===== src/rtl/imm_enc_pkg.sv =====
// Shared immediate-format definitions for the immediate encoder and imm_gen.
package imm_pkg;

   localparam logic [2:0] IMM_I = 3'b000;
   localparam logic [2:0] IMM_S = 3'b001;
   localparam logic [2:0] IMM_U = 3'b010;
   localparam logic [2:0] IMM_B = 3'b101;
   localparam logic [2:0] IMM_J = 3'b110;

   typedef struct packed {
      logic [2:0]  src;
      logic [31:0] val;
      logic [31:0] base;
   } immPayload_t;

endpackage


===== src/rtl/imm_enc_if.sv =====
// Handshake/data bundle between the program loader and imm_enc.
// RtMismatch is present only when IMM_ENC_ROUNDTRIP_CHK_EN is defined.
interface imm_enc_if #(parameter int unsigned ERRCNT_W = 8);

   logic                in_valid;
   logic                in_ready;
   logic [2:0]          ImmSrc;
   logic [31:0]         ImmVal;
   logic [31:0]         Base;
   logic                out_valid;
   logic                out_ready;
   logic [31:0]         Instr;
   logic                ErrRange;
   logic                ErrAlign;
   logic                ErrSrc;
   logic [ERRCNT_W-1:0] ErrCnt;
`ifdef IMM_ENC_ROUNDTRIP_CHK_EN
   logic                RtMismatch;
`endif

   modport master (
`ifdef IMM_ENC_ROUNDTRIP_CHK_EN
      input  RtMismatch,
`endif
      output in_valid, ImmSrc, ImmVal, Base, out_ready,
      input  in_ready, out_valid, Instr, ErrRange, ErrAlign, ErrSrc, ErrCnt
   );

   modport slave (
`ifdef IMM_ENC_ROUNDTRIP_CHK_EN
      output RtMismatch,
`endif
      input  in_valid, ImmSrc, ImmVal, Base, out_ready,
      output in_ready, out_valid, Instr, ErrRange, ErrAlign, ErrSrc, ErrCnt
   );

endinterface


===== src/rtl/imm_enc_check.sv =====
// Range/alignment/format legality of an immediate for a given ImmSrc.
import imm_pkg::*;

module imm_enc_check (
   input  logic [2:0]  ImmSrc,
   input  logic [31:0] ImmVal,
   output logic        ErrRange,
   output logic        ErrAlign,
   output logic        ErrSrc
);

   always_comb begin
      ErrRange = 1'b0;
      ErrAlign = 1'b0;
      ErrSrc   = 1'b0;
      // Range test: the bits above the format's sign bit must all equal it.
      case (ImmSrc)
         IMM_I, IMM_S: ErrRange = !((&ImmVal[31:11]) || !(|ImmVal[31:11]));
         IMM_B: begin
            ErrRange = !((&ImmVal[31:12]) || !(|ImmVal[31:12]));
            ErrAlign = ImmVal[0];
         end
         IMM_J: begin
            ErrRange = !((&ImmVal[31:20]) || !(|ImmVal[31:20]));
            ErrAlign = ImmVal[0];
         end
         IMM_U:   ErrAlign = |ImmVal[11:0];
         default: ErrSrc = 1'b1;
      endcase
   end

endmodule


===== src/rtl/imm_enc.sv =====
// Immediate encoder: scatters an immediate into a template RV32I instruction, 2-stage pipe.
// Optional round-trip self-check via imm_gen when IMM_ENC_ROUNDTRIP_CHK_EN is defined.
import imm_pkg::*;

module imm_enc #(
   parameter int unsigned ERRCNT_W = 8
) (
   input logic     clk,
   input logic     rst_n,
   imm_enc_if.slave bus
);

   logic                s1Valid;
   logic                s1Ready;
   immPayload_t         s1Pay;
   logic                s2Valid;
   logic                s2Ready;
   logic [31:0]         s2Instr;
   logic                s2Range;
   logic                s2Align;
   logic                s2Src;
   logic [ERRCNT_W-1:0] errCnt;
   logic                chkRange;
   logic                chkAlign;
   logic                chkSrc;
   logic [31:0]         instrNext;
   logic                anyErr;

   assign s2Ready     = !s2Valid || bus.out_ready;
   assign s1Ready     = !s1Valid || s2Ready;
   assign bus.in_ready = s1Ready;

   always_ff @(posedge clk or negedge rst_n) begin
      if (!rst_n) begin
         s1Valid <= 1'b0;
         s1Pay   <= '0;
      end else if (s1Ready) begin
         s1Valid <= bus.in_valid;
         if (bus.in_valid) s1Pay <= '{src: bus.ImmSrc, val: bus.ImmVal, base: bus.Base};
      end
   end

   imm_enc_check u_check (
      .ImmSrc   (s1Pay.src),
      .ImmVal   (s1Pay.val),
      .ErrRange (chkRange),
      .ErrAlign (chkAlign),
      .ErrSrc   (chkSrc)
   );

   always_comb begin
      instrNext = s1Pay.base;
      case (s1Pay.src)
         IMM_I: instrNext[31:20] = s1Pay.val[11:0];
         IMM_S: begin
            instrNext[31:25] = s1Pay.val[11:5];
            instrNext[11:7]  = s1Pay.val[4:0];
         end
         IMM_B: begin
            instrNext[31]    = s1Pay.val[12];
            instrNext[30:25] = s1Pay.val[10:5];
            instrNext[11:8]  = s1Pay.val[4:1];
            instrNext[7]     = s1Pay.val[11];
         end
         IMM_U: instrNext[31:12] = s1Pay.val[31:12];
         IMM_J: begin
            instrNext[31]    = s1Pay.val[20];
            instrNext[30:21] = s1Pay.val[10:1];
            instrNext[20]    = s1Pay.val[11];
            instrNext[19:12] = s1Pay.val[19:12];
         end
         default: ;
      endcase
   end

   always_ff @(posedge clk or negedge rst_n) begin
      if (!rst_n) begin
         s2Valid <= 1'b0;
         s2Instr <= '0;
         s2Range <= 1'b0;
         s2Align <= 1'b0;
         s2Src   <= 1'b0;
      end else if (s2Ready) begin
         s2Valid <= s1Valid;
         if (s1Valid) begin
            s2Instr <= instrNext;
            s2Range <= chkRange;
            s2Align <= chkAlign;
            s2Src   <= chkSrc;
         end
      end
   end

   assign anyErr = s2Range || s2Align || s2Src;

   // Saturating: hold at all-ones rather than wrap.
   always_ff @(posedge clk or negedge rst_n) begin
      if (!rst_n) begin
         errCnt <= '0;
      end else if (s2Valid && bus.out_ready && anyErr && (errCnt != '1)) begin
         errCnt <= errCnt + 1'b1;
      end
   end

   assign bus.out_valid = s2Valid;
   assign bus.Instr     = s2Instr;
   assign bus.ErrRange  = s2Range;
   assign bus.ErrAlign  = s2Align;
   assign bus.ErrSrc    = s2Src;
   assign bus.ErrCnt    = errCnt;

`ifdef IMM_ENC_ROUNDTRIP_CHK_EN
   logic [2:0]  s2ImmSrc;
   logic [31:0] s2ImmVal;
   logic [31:0] immExt;
   logic [31:0] immWant;

   always_ff @(posedge clk or negedge rst_n) begin
      if (!rst_n) begin
         s2ImmSrc <= '0;
         s2ImmVal <= '0;
      end else if (s2Ready && s1Valid) begin
         s2ImmSrc <= s1Pay.src;
         s2ImmVal <= s1Pay.val;
      end
   end

   imm_gen u_gen (
      .Instr  (s2Instr[31:7]),
      .ImmSrc (s2ImmSrc),
      .ImmExt (immExt)
   );

   assign immWant        = (s2ImmSrc == IMM_U) ? {s2ImmVal[31:12], 12'b0} : s2ImmVal;
   assign bus.RtMismatch = s2Valid && !anyErr && (immExt != immWant);
`endif

endmodule


===== src/flat_wrapper.sv =====
// flat-port wrapper written by rule: the top's interface ports become plain ports
module imm_enc_flat 
#(
   parameter int unsigned ERRCNT_W = 8
)
  (clk, rst_n, bus_in_valid, bus_ImmSrc, bus_ImmVal, bus_Base, bus_out_ready, bus_in_ready, bus_out_valid, bus_Instr, bus_ErrRange, bus_ErrAlign, bus_ErrSrc, bus_ErrCnt);
  imm_enc_if #(.ERRCNT_W(ERRCNT_W)) bus_i ();
  input logic clk;
  input logic rst_n;
  input wire logic [$bits(bus_i.in_valid)-1:0] bus_in_valid;
  input wire logic [$bits(bus_i.ImmSrc)-1:0] bus_ImmSrc;
  input wire logic [$bits(bus_i.ImmVal)-1:0] bus_ImmVal;
  input wire logic [$bits(bus_i.Base)-1:0] bus_Base;
  input wire logic [$bits(bus_i.out_ready)-1:0] bus_out_ready;
  output wire logic [$bits(bus_i.in_ready)-1:0] bus_in_ready;
  output wire logic [$bits(bus_i.out_valid)-1:0] bus_out_valid;
  output wire logic [$bits(bus_i.Instr)-1:0] bus_Instr;
  output wire logic [$bits(bus_i.ErrRange)-1:0] bus_ErrRange;
  output wire logic [$bits(bus_i.ErrAlign)-1:0] bus_ErrAlign;
  output wire logic [$bits(bus_i.ErrSrc)-1:0] bus_ErrSrc;
  output wire logic [$bits(bus_i.ErrCnt)-1:0] bus_ErrCnt;
  assign bus_i.in_valid = bus_in_valid;
  assign bus_i.ImmSrc = bus_ImmSrc;
  assign bus_i.ImmVal = bus_ImmVal;
  assign bus_i.Base = bus_Base;
  assign bus_i.out_ready = bus_out_ready;
  assign bus_in_ready = bus_i.in_ready;
  assign bus_out_valid = bus_i.out_valid;
  assign bus_Instr = bus_i.Instr;
  assign bus_ErrRange = bus_i.ErrRange;
  assign bus_ErrAlign = bus_i.ErrAlign;
  assign bus_ErrSrc = bus_i.ErrSrc;
  assign bus_ErrCnt = bus_i.ErrCnt;
  imm_enc #(.ERRCNT_W(ERRCNT_W)) u_core (.clk(clk), .rst_n(rst_n), .bus(bus_i));
endmodule

===== config.mk =====
export PLATFORM = sky130hd
export DESIGN_NAME = imm_enc_flat
export DESIGN_NICKNAME = d
export VERILOG_FILES = /design/src/rtl/imm_enc_pkg.sv /design/src/rtl/imm_enc_if.sv /design/src/rtl/imm_enc_check.sv /design/src/rtl/imm_enc.sv /design/src/flat_wrapper.sv
export SDC_FILE = /design/constraint.sdc
export NUM_CORES = 1
export LEC_CHECK = 0
export ABC_AREA = 0
export CORE_ASPECT_RATIO = 2
export CORE_MARGIN = 2
export CORE_UTILIZATION = 25
export CTS_BUF_LIST = sky130_fd_sc_hd__clkbuf_8
export DETAILED_ROUTE_END_ITERATION = 10
export DONT_BUFFER_PORTS = 1
export HOLD_SLACK_MARGIN = 0.12
export SLEW_MARGIN = 25
export SYNTH_ARGS = -nofsm -noshare
export SYNTH_HDL_FRONTEND = slang
export SYNTH_SLANG_ARGS = --single-unit

===== constraint.sdc =====
create_clock -name clk -period 2 [get_ports clk]
set_input_delay 0.3 -clock clk [delete_from_list [all_inputs] [get_ports clk]]
set_output_delay 0.3 -clock clk [all_outputs]
set_load 0.01 [all_outputs]

Word level (Yosys, flattened, before mapping)
Cells that the tools add are included.
W data, S select, Z words.
Cells by class
  add/sub/neg operators: 1
  multiply operators: 0
  div/mod/pow operators: 0
  magnitude comparators: 0
  equality and inequality tests: 5
  shifts and indexed selects: 0
  mux-type cells: 7
  bitwise logic cells: 0
  reductions and logical operators: 32
Operators with widths (number)
  $pmux W7 S4: 1
  $reduce_or A12 Y1: 2
  $reduce_and A21 Y1: 1
  $reduce_or A21 Y1: 1
  $reduce_and A20 Y1: 1
  $reduce_or A20 Y1: 1
  $pmux W5 S3: 1
  $reduce_and A12 Y1: 1
  $pmux W5 S2: 1
  $add A8 B1 Y8 const B: 1
  $logic_not A1 Y1: 8
  $mux W8: 1
  $ne A8 B8 Y1 const B: 1
  $logic_or A1 B1 Y1: 7
  $eq A3 B3 Y1 const B: 2
  $reduce_or A2 Y1: 3
  $reduce_or A5 Y1: 1
  $reduce_and A2 Y1: 2
  $eq A3 B1 Y1 const B: 1
  $eq A3 B2 Y1 const B: 1
  $logic_and A1 B1 Y1: 3
  $logic_not A3 Y1: 1
  $pmux W1 S3: 1
  $pmux W1 S2: 1
  $mux W1: 1
Word-level totals
  register bits: 112
  bits in latches: 0
  bits in writable memories: 0
  memory bits (read-only): 0
  input port bits: 71
  output and inout port bits: 45
  word-level logic and storage cells: 55
  memories: 0

Logic depth before layout (Yosys ltp)
Gate-level depths: netlist (run 1).
  depth in word-level cells: 5
  gate-level depth with buffers: 6

By module
A second synthesis (run 1) with hierarchy kept.
Second synthesis, totals
  cells, all modules: 401
  area total of the unflattened synthesis: 5116.2 sq um
By module, submodules not included
  imm_enc: times used 1, cells an instance 367, area an instance 4899.7 sq um
  imm_enc_check: times used 1, cells an instance 34, area an instance 216.5 sq um

Worst setup path after synthesis (run 1)
OpenSTA, ideal clock, no wires.
  path kind: flip-flop to flip-flop
  start: register u_core.errCnt[0] (netlist: u_core.bus.ErrCnt[0])
  end: register u_core.errCnt[7] (netlist: u_core.bus.ErrCnt[7])
  library setup time: 0.079 ns
  arrival: 1.550 ns
  required time: 1.921 ns
  path slack: 0.371 ns
  cell stages (with the launch flop): 7
  buffers on the path: 0
  cells stage by stage: dfrtp_1 > ha_1 > and3_4 > a31oi_4 > nand4_4 > nor2_2 > xor2_1
On the way
  word-level cells in the longest chain between the ends: 2
  elaborated cells between the ends (all ways): 3
  classes of those cells: add/sub: 1; eq/ne: 1; reduce/logical: 1
RTL lines
  start, declared: line imm_enc.sv:22  | logic [ERRCNT_W-1:0] errCnt;
  start signal, assigned: line imm_enc.sv:101  | errCnt <= errCnt + 1'b1;
  parallel branches: the longest is 2 deep, another holds $add A8 B1 Y8
Parallel ways; which one is timed is not known.
A chain may end at the register's enable or synchronous reset.

Final worst setup path (run 1)
Ends and elaborated chain as after synthesis.

==> results.md, run 1 <==
- Worst-path maximum fanout: 6
- GPL Wtd Cong: 0.822
- Worst Setup SP: u_core.bus.ErrCnt[0]
- Area Overhead vs Synth: 24.9%
- Chip Width: 104 um
- CTS tree: done
- Largest net degree at the start of global routing: 113
- DRT antenna net count: 0
- Overall power: 6070 uW
- Fill cells: 1997
- CTS H-tree depth: 3
- Gr usage total: 13.3%
- PortBufs: 0
- Combinational fraction of design power: 19.5%
- Vias per inst: 4.70
- Total congestion overflow: 0
- Crit-path slowest cell: dfrtp_1
- Site row count: 73
- Wire per inst: 18.2 um
- Max cap viols: 0
- Internal Pwr Total: 4110 uW
- Final min period: 1.82 ns
- Yosys cell types: 41
- # DRC: 0
- Synth area leaders: dfrtp_1 (56%), mux2_1 (17%), mux2i_1 (5.0%)
- Antenna diodes: 0
- Cell area after synthesis: 5040 um^2
- Clock network power share: 25.6%
- Met1 Usage GRT: 13.0%
- Switch Pwr: 1960 uW
- Crit path cell chain: ha_1 -> and3_4 -> a31oi_4 -> nand4_4 -> nor2_2 -> xor2_1
- Crit path capture type: flip-flop
- GR Layer Usage met2: 24.8%
- Clk slew on worst S/H paths: 0.11 ns
- Launch point of the worst reg-to-reg path: u_core.bus.ErrCnt[0]
- Tightest Pin Transition: 0.576 ns
- CTS Buffer Depth: 2
- Post-route setup TNS: 0 ns
- Total core area: 19800 um^2
- Syn_area_per_cell: 12.2 um^2
- Ys flop type: dfrtp_1
- Nets: 556
- Commonest non-fill, non-tap cell in the layout: dfrtp_1
- Status: finished with violations
- Slew Viols, Final: 0
- Layout cell share with drive strength beyond 1: 8.18%
- Number of DRC markers in iteration 0: 119
- FMAX: 551 MHz
- Die Height: 205 um
- CTS Buf Count: 9
- CP max stage delay: 0.51 ns
- Number of global-route vias before repair: 3800
- Failing checks: negative hold slack
- YS warnings: 0
- Clk_lat worst skew: 0.40 ns
- Register area share after synthesis: 55.6%
- DPL Wire Length: 10000 um
- Starting Density: 25.4%
- P_leak: 0.00261 uW
- Asr flop ratio synth: 100%
- Flop2flop setup slack: 0.18 ns
- Post-cts resize count: 0
- Startpoint Class: flip-flop
- CTS hold repair buffers: 69
- Via count: 3532
- Seq cells post-synth: 112
- Multi-input logic area: 2090 um^2
- Min-Delay Path Class: input pin to async pin
- CTS Sinks: 112
- Num ports: 116
- Reg area: 2800 um^2
- Most frequent cells in the layout: dfrtp_1 (112), mux2_1 (74), dlygate4sd3_1 (69)
- Die ar.: 21400 um^2
- Arrival time at the worst endpoint: 2.14 ns
- Setup Fix Bufs, Post-CTS: 0
- RR Endpoint: u_core.bus.ErrCnt[7]
- Crit share post-route: 90.8%
- Clock skew: 0.0145 ns
- Share of the synthesized area in the top cell type: 55.6%
- WS Path Type: flip-flop to flip-flop
- Crit path required time: 2.33 ns
- DR pass1 iterations: 4
- Root Driver: clkbuf_8
- Flop pwr share: 54.9%
- Initial antenna violation count: 0
- First-pass GRT wire length: 21200 um
- Final setup viols: 0
- FF-to-FF path depth: 6
- Syn Nets: 485
- Fin Hold WS: -0.416 ns
- Hold Vio Cnt, Final: 112
- Maximum VDD drop: 0.410 mV
- Cells after Synth: 413
- GR peak layer: met2
- Post-synth EDFFs: 0
- WL final: 13700 um
- Slew headroom: 61.4%
- Sw Ratio: 32.3%
- Power Dens Cells: 963 nW/um^2
- Grt met3 use: 3.31%
- RSZ-0062 raised after global routing: false
- Area leader, netlist: dfrtp_1
-- per-stage QoR --
stage	cell area [um^2]	util, %	instances	setup slack (ns)
2_1_floorplan	5040	-	413	0.371
6_report	6300	31.8	751	0.184
3_5_place_dp	5380	27.1	666	0.215
5_1_grt	6300	31.8	751	0.0387
4_1_cts	6300	31.8	751	0.190
3_3_place_gp	5380	27.1	666	0.267
-- power groups by stage --
stage / Clock (uW) / Combinational (uW) / Sequential [uW]
final: 1550 / 1180 / 3330
after global routing: 1700 / 1320 / 3400
after CTS: 1630 / 1200 / 3340
after detailed placement: 0 / 1090 / 3390
after global placement: 0 / 1040 / 3360
after floorplan: 0 / 856 / 3180
-- cells by family (layout without fill, tap and decap cells) --
family | Yosys count | in the layout | synth area share (%)
AND/OR/NAND/NOR | 88 | 88 | 9.05
adder cells (fa/ha/maj) | 1 | 1 | 0.248
buffers and inverters | 30 | 106 | 3.18
multiplexers | 101 | 101 | 21.9
AO/OA/AOI/OAI | 74 | 74 | 8.81
flip-flops | 112 | 112 | 55.6
XOR/XNOR | 7 | 7 | 1.22
-- metal layers --
layer | up-vias | part of all wire, %
met2 | 91 | 57
met5 | - | 0
li1 | 1631 | -
met3 | 24 | 4.6
met1 | 1786 | 35
met4 | 0 | 3.9
-- cells in the mapped netlist (4+ instances only) --
library cell / instances
dfrtp_1: 112
nor3b_1: 6
nor4_1: 7
nand2_1: 40
a21oi_1: 14
inv_1: 6
o32a_1: 6
o22ai_1: 6
nand2b_1: 5
nand4_1: 8
o21ai_1: 38
xnor2_1: 4
clkbuf_1: 5
buf_2: 11
nor2_1: 7
mux2_1: 74
mux2i_1: 25
-- critical path, delay by kind of cell, from the launching register on --
family	cells	cell delay [ns]
and+or+nand+nor	3	0.49
DFF	1	0.51
AOI/OAI and AO/OA	1	0.30
adders and majority gates	1	0.30
xor gates and xnor gates	1	0.15
-- flip-flops by register name, indices dropped and copies added, names as in the netlist, 7 cells and up --
name	count
u_core.instrNext	7
u_core.bus.Instr	32
u_core.s1Pay	60
u_core.bus.ErrCnt	8
-- worst max-delay path by stage --
stage,slack [ns],to
after global placement,0.27,u_core.bus.ErrCnt[7]
final,0.18,u_core.bus.ErrCnt[7]
after detailed placement,0.22,u_core.bus.ErrCnt[5]
after floorplan,0.37,u_core.bus.ErrCnt[7]
after CTS,0.19,u_core.bus.ErrCnt[5]
after global routing,0.04,u_core.bus.ErrCnt[7]
-- final cells by class --
class	count	share of cell area, %
flip-flops and latches	112	44.5
multi-input cells	271	33.2
clock inverters	5	1.23
well taps	262	5.21
clock buffers	11	2.40
inverters	7	0.417
repair buffers	83	13.0
Power figures use the tool's default switching activity.
==> inputs of run 2 (changes only) <==
==> constraint.sdc (replaced) <==
create_clock -name clk -period 2 [get_ports clk]
set_input_delay 0.4 -clock clk [delete_from_list [all_inputs] [get_ports clk]]
set_output_delay 0.4 -clock clk [all_outputs]
set_load 0.01 [all_outputs]
==> run 2 against run 1 <==
Effect of this change:
- the run still ends with negative hold slack left
- die area is the same
- sequential cell count is the same
- via count shrank 0.37%
- critical path type unchanged
- critical endpoint unchanged
==> results.md, run 2 (synthesis results as in run 1) <==
- Num ports: 116 (unchanged)
- WL met2: 7690 um (-0.68%)
- WS Path Type: flip-flop to flip-flop
- Tightest Pin Transition: 0.575 ns (-0.00139 ns)
- CTS Sinks: 112 (unchanged)
- DRT antenna net count: 0 (unchanged)
- Chip Width: 104 um (unchanged)
- DR top layer: met4
- Sw Ratio: 34.1% (+1.8 points)
- WL final: 13900 um (+1.6%)
- FMAX: 563 MHz (+2.2%)
- CTS Buf Count: 9 (unchanged)
- Startpoint Class: flip-flop
- RSZ-0062 raised after global routing: false
- # DRC: 0 (unchanged)
- PortBufs: 0 (unchanged)
- Design area: 6200 um^2 (-1.5%)
- Maximum VDD drop: 0.610 mV (+49%)
- Failing checks: negative hold slack
- Wire per inst: 18.6 um (+2.2%)
- Met3 wire length: 602 um (-3.8%)
- Flop pwr share: 57.1% (+2.2 points)
- Die ar.: 21400 um^2 (unchanged)
- Nets: 551 (-0.90%)
- Clock network power share: 22.6% (-3.0 points)
- P_leak: 0.00256 uW (-1.8%)
- Hold Vio Cnt, Final: 112 (unchanged)
- Total congestion overflow: 0 (unchanged)
- Number of DRC markers in iteration 0: 108 (-9.2%)
- Die Height: 205 um (unchanged)
- Clk slew on worst S/H paths: 0.11 ns (about the same)
- Crit path capture type: flip-flop
- Max cap viols: 0 (unchanged)
- Largest net degree at the start of global routing: 113 (unchanged)
- Layout cell share with drive strength beyond 1: 8.06% (-0.12 points)
- Worst-path maximum fanout: 6 (unchanged)
- Post-cts resize count: 0 (unchanged)
- Crit share post-route: 88.9% (-1.9 points)
- Gr usage total: 13.4% (+0.18 points)
- Min-Delay Path Class: input pin to async pin
- Status: finished with violations
- Site row count: 73 (unchanged)
- Max reg flops: 60 (unchanged)
- CTS Buffer Depth: 2 (unchanged)
- Via count: 3519 (-0.37%)
- DR pass1 iterations: 4 (unchanged)
- Clock skew: 0.0227 ns (+0.00824 ns)
- Total core area: 19800 um^2 (unchanged)
- Area Overhead vs Synth: 23.0%
- Fin Hold WS: -0.327 ns (+0.0888 ns)
- GPL Wtd Cong: 0.820 (-0.19%)
- Setup Fix Bufs, Post-CTS: 0 (unchanged)
- Post-route setup TNS: 0 ns (unchanged)
- Commonest non-fill, non-tap cell in the layout: dfrtp_1
- CTS H-tree depth: 3 (unchanged)
- Clk_lat worst skew: 0.41 ns (about the same)
- Fill cells: 2017 (+1.0%)
- Setup ws final: 0.223 ns (+0.0384 ns)
- Final setup viols: 0 (unchanged)
- Number of global-route vias before repair: 3918 (+3.1%)
- Vias per inst: 4.71 (+0.17%)
- Switch Pwr: 1990 uW (+1.5%)
- Most frequent cells in the layout: dfrtp_1 (112), mux2_1 (74), dlygate4sd3_1 (65)
- Initial antenna violation count: 1 (+1)
- Final min period: 1.78 ns (-0.0384 ns)
- CTS hold repair buffers: 65 (-5.8%)
- Post-DP Area: 5370 um^2 (-0.14%)
- DP Worst Slack: 0.253 ns (+0.0377 ns)
- Overall power: 5830 uW (-3.8%)
- Arrival time at the worst endpoint: 2.11 ns (-0.03 ns)
- Power Dens Cells: 940 nW/um^2 (-2.4%)
- Slew Viols, Final: 0 (unchanged)
- Slew headroom: 61.5% (+0.093 points)
- CTS tree: done
- Starting Density: 25.4% (unchanged)
- Root Driver: clkbuf_8
- First-pass GRT wire length: 21500 um (+1.4%)
- Internal Pwr Total: 3840 uW (-6.4%)
- Combinational fraction of design power: 20.3% (+0.8 points)
- Crit path required time: 2.33 ns (about the same)
- DPL Wire Length: 10100 um (+0.77%)
- Wire length on met1: 4870 um (+1.9%)
- Biggest register: u_core.s1Pay
## run 2: changes by cell type in the layout (fill, tap and decap cells not counted)
cell,previous run,this run
dlygate4sd3_1,69,65
buf_4,12,11
bufinv_16,2,0
diode_2,0,1
clkinv_2,1,2
clkinvlp_4,0,1
## run 2: per-layer routing
metal	up-vias	global-route usage (%)
met4	0	9.65
li1	1613	-
met5	-	0
met1	1771	13.0
met3	36	3.02
met2	99	24.8
## run 2: final timing paths
| check | slack [ns] | cells after the start | to | start |
|---|---|---|---|---|
| max in group asynchronous | 2.14 | 0 | u_core.bus.Instr[16] | rst_n |
| worst min register to register | 0.50 | 1 | u_core.bus.Instr[2] | u_core.instrNext[2] |
| min in group clk | 0.15 | 1 | u_core.s1Pay[48] | bus_ImmVal[16] |
| worst max register to register | 0.22 | 6 | u_core.bus.ErrCnt[7] | u_core.bus.ErrCnt[0] |
| worst min-delay path | -0.33 | 0 | u_core.s1Pay[40] | rst_n |
| worst max-delay path | 0.22 | 6 | u_core.bus.ErrCnt[7] | u_core.bus.ErrCnt[0] |
## run 2: final cells by class
cell class                 count  area [um^2]  area share [%]
antenna                        1         2.50          0.0403
clock buffer                  11          151            2.44
clock inverter                 5         30.0           0.484
inverter                       7         26.3           0.423
multi-input combinational    271         2090            33.7
sequential                   112         2800            45.2
tap                          262          328            5.28
timing repair buffer          78          773            12.5
## run 2: per-stage QoR
step | std cells | util, %
after floorplan | 413 | -
after global placement | 665 | 27.1
after detailed placement | 665 | 27.1
after CTS | 746 | 31.3
after global routing | 747 | 31.3
final | 747 | 31.3
## run 2: critical path, cell delays in order (launching register included)
cell and delay [ns]:
dfrtp_1 0.49, ha_1 0.29, and3_4 0.20, a31oi_4 0.28, nand4_4 0.16, nor2_2 0.12, xor2_1 0.16
## run 2: power by group through the flow
stage | registers (uW) | logic (uW) | clock network [uW]
CTS | 3340 | 1200 | 1370
finish | 3330 | 1180 | 1320
detailed placement | 3380 | 1090 | 0
floorplan | 3180 | 856 | 0
global route | 3390 | 1310 | 1450
global placement | 3360 | 1040 | 0
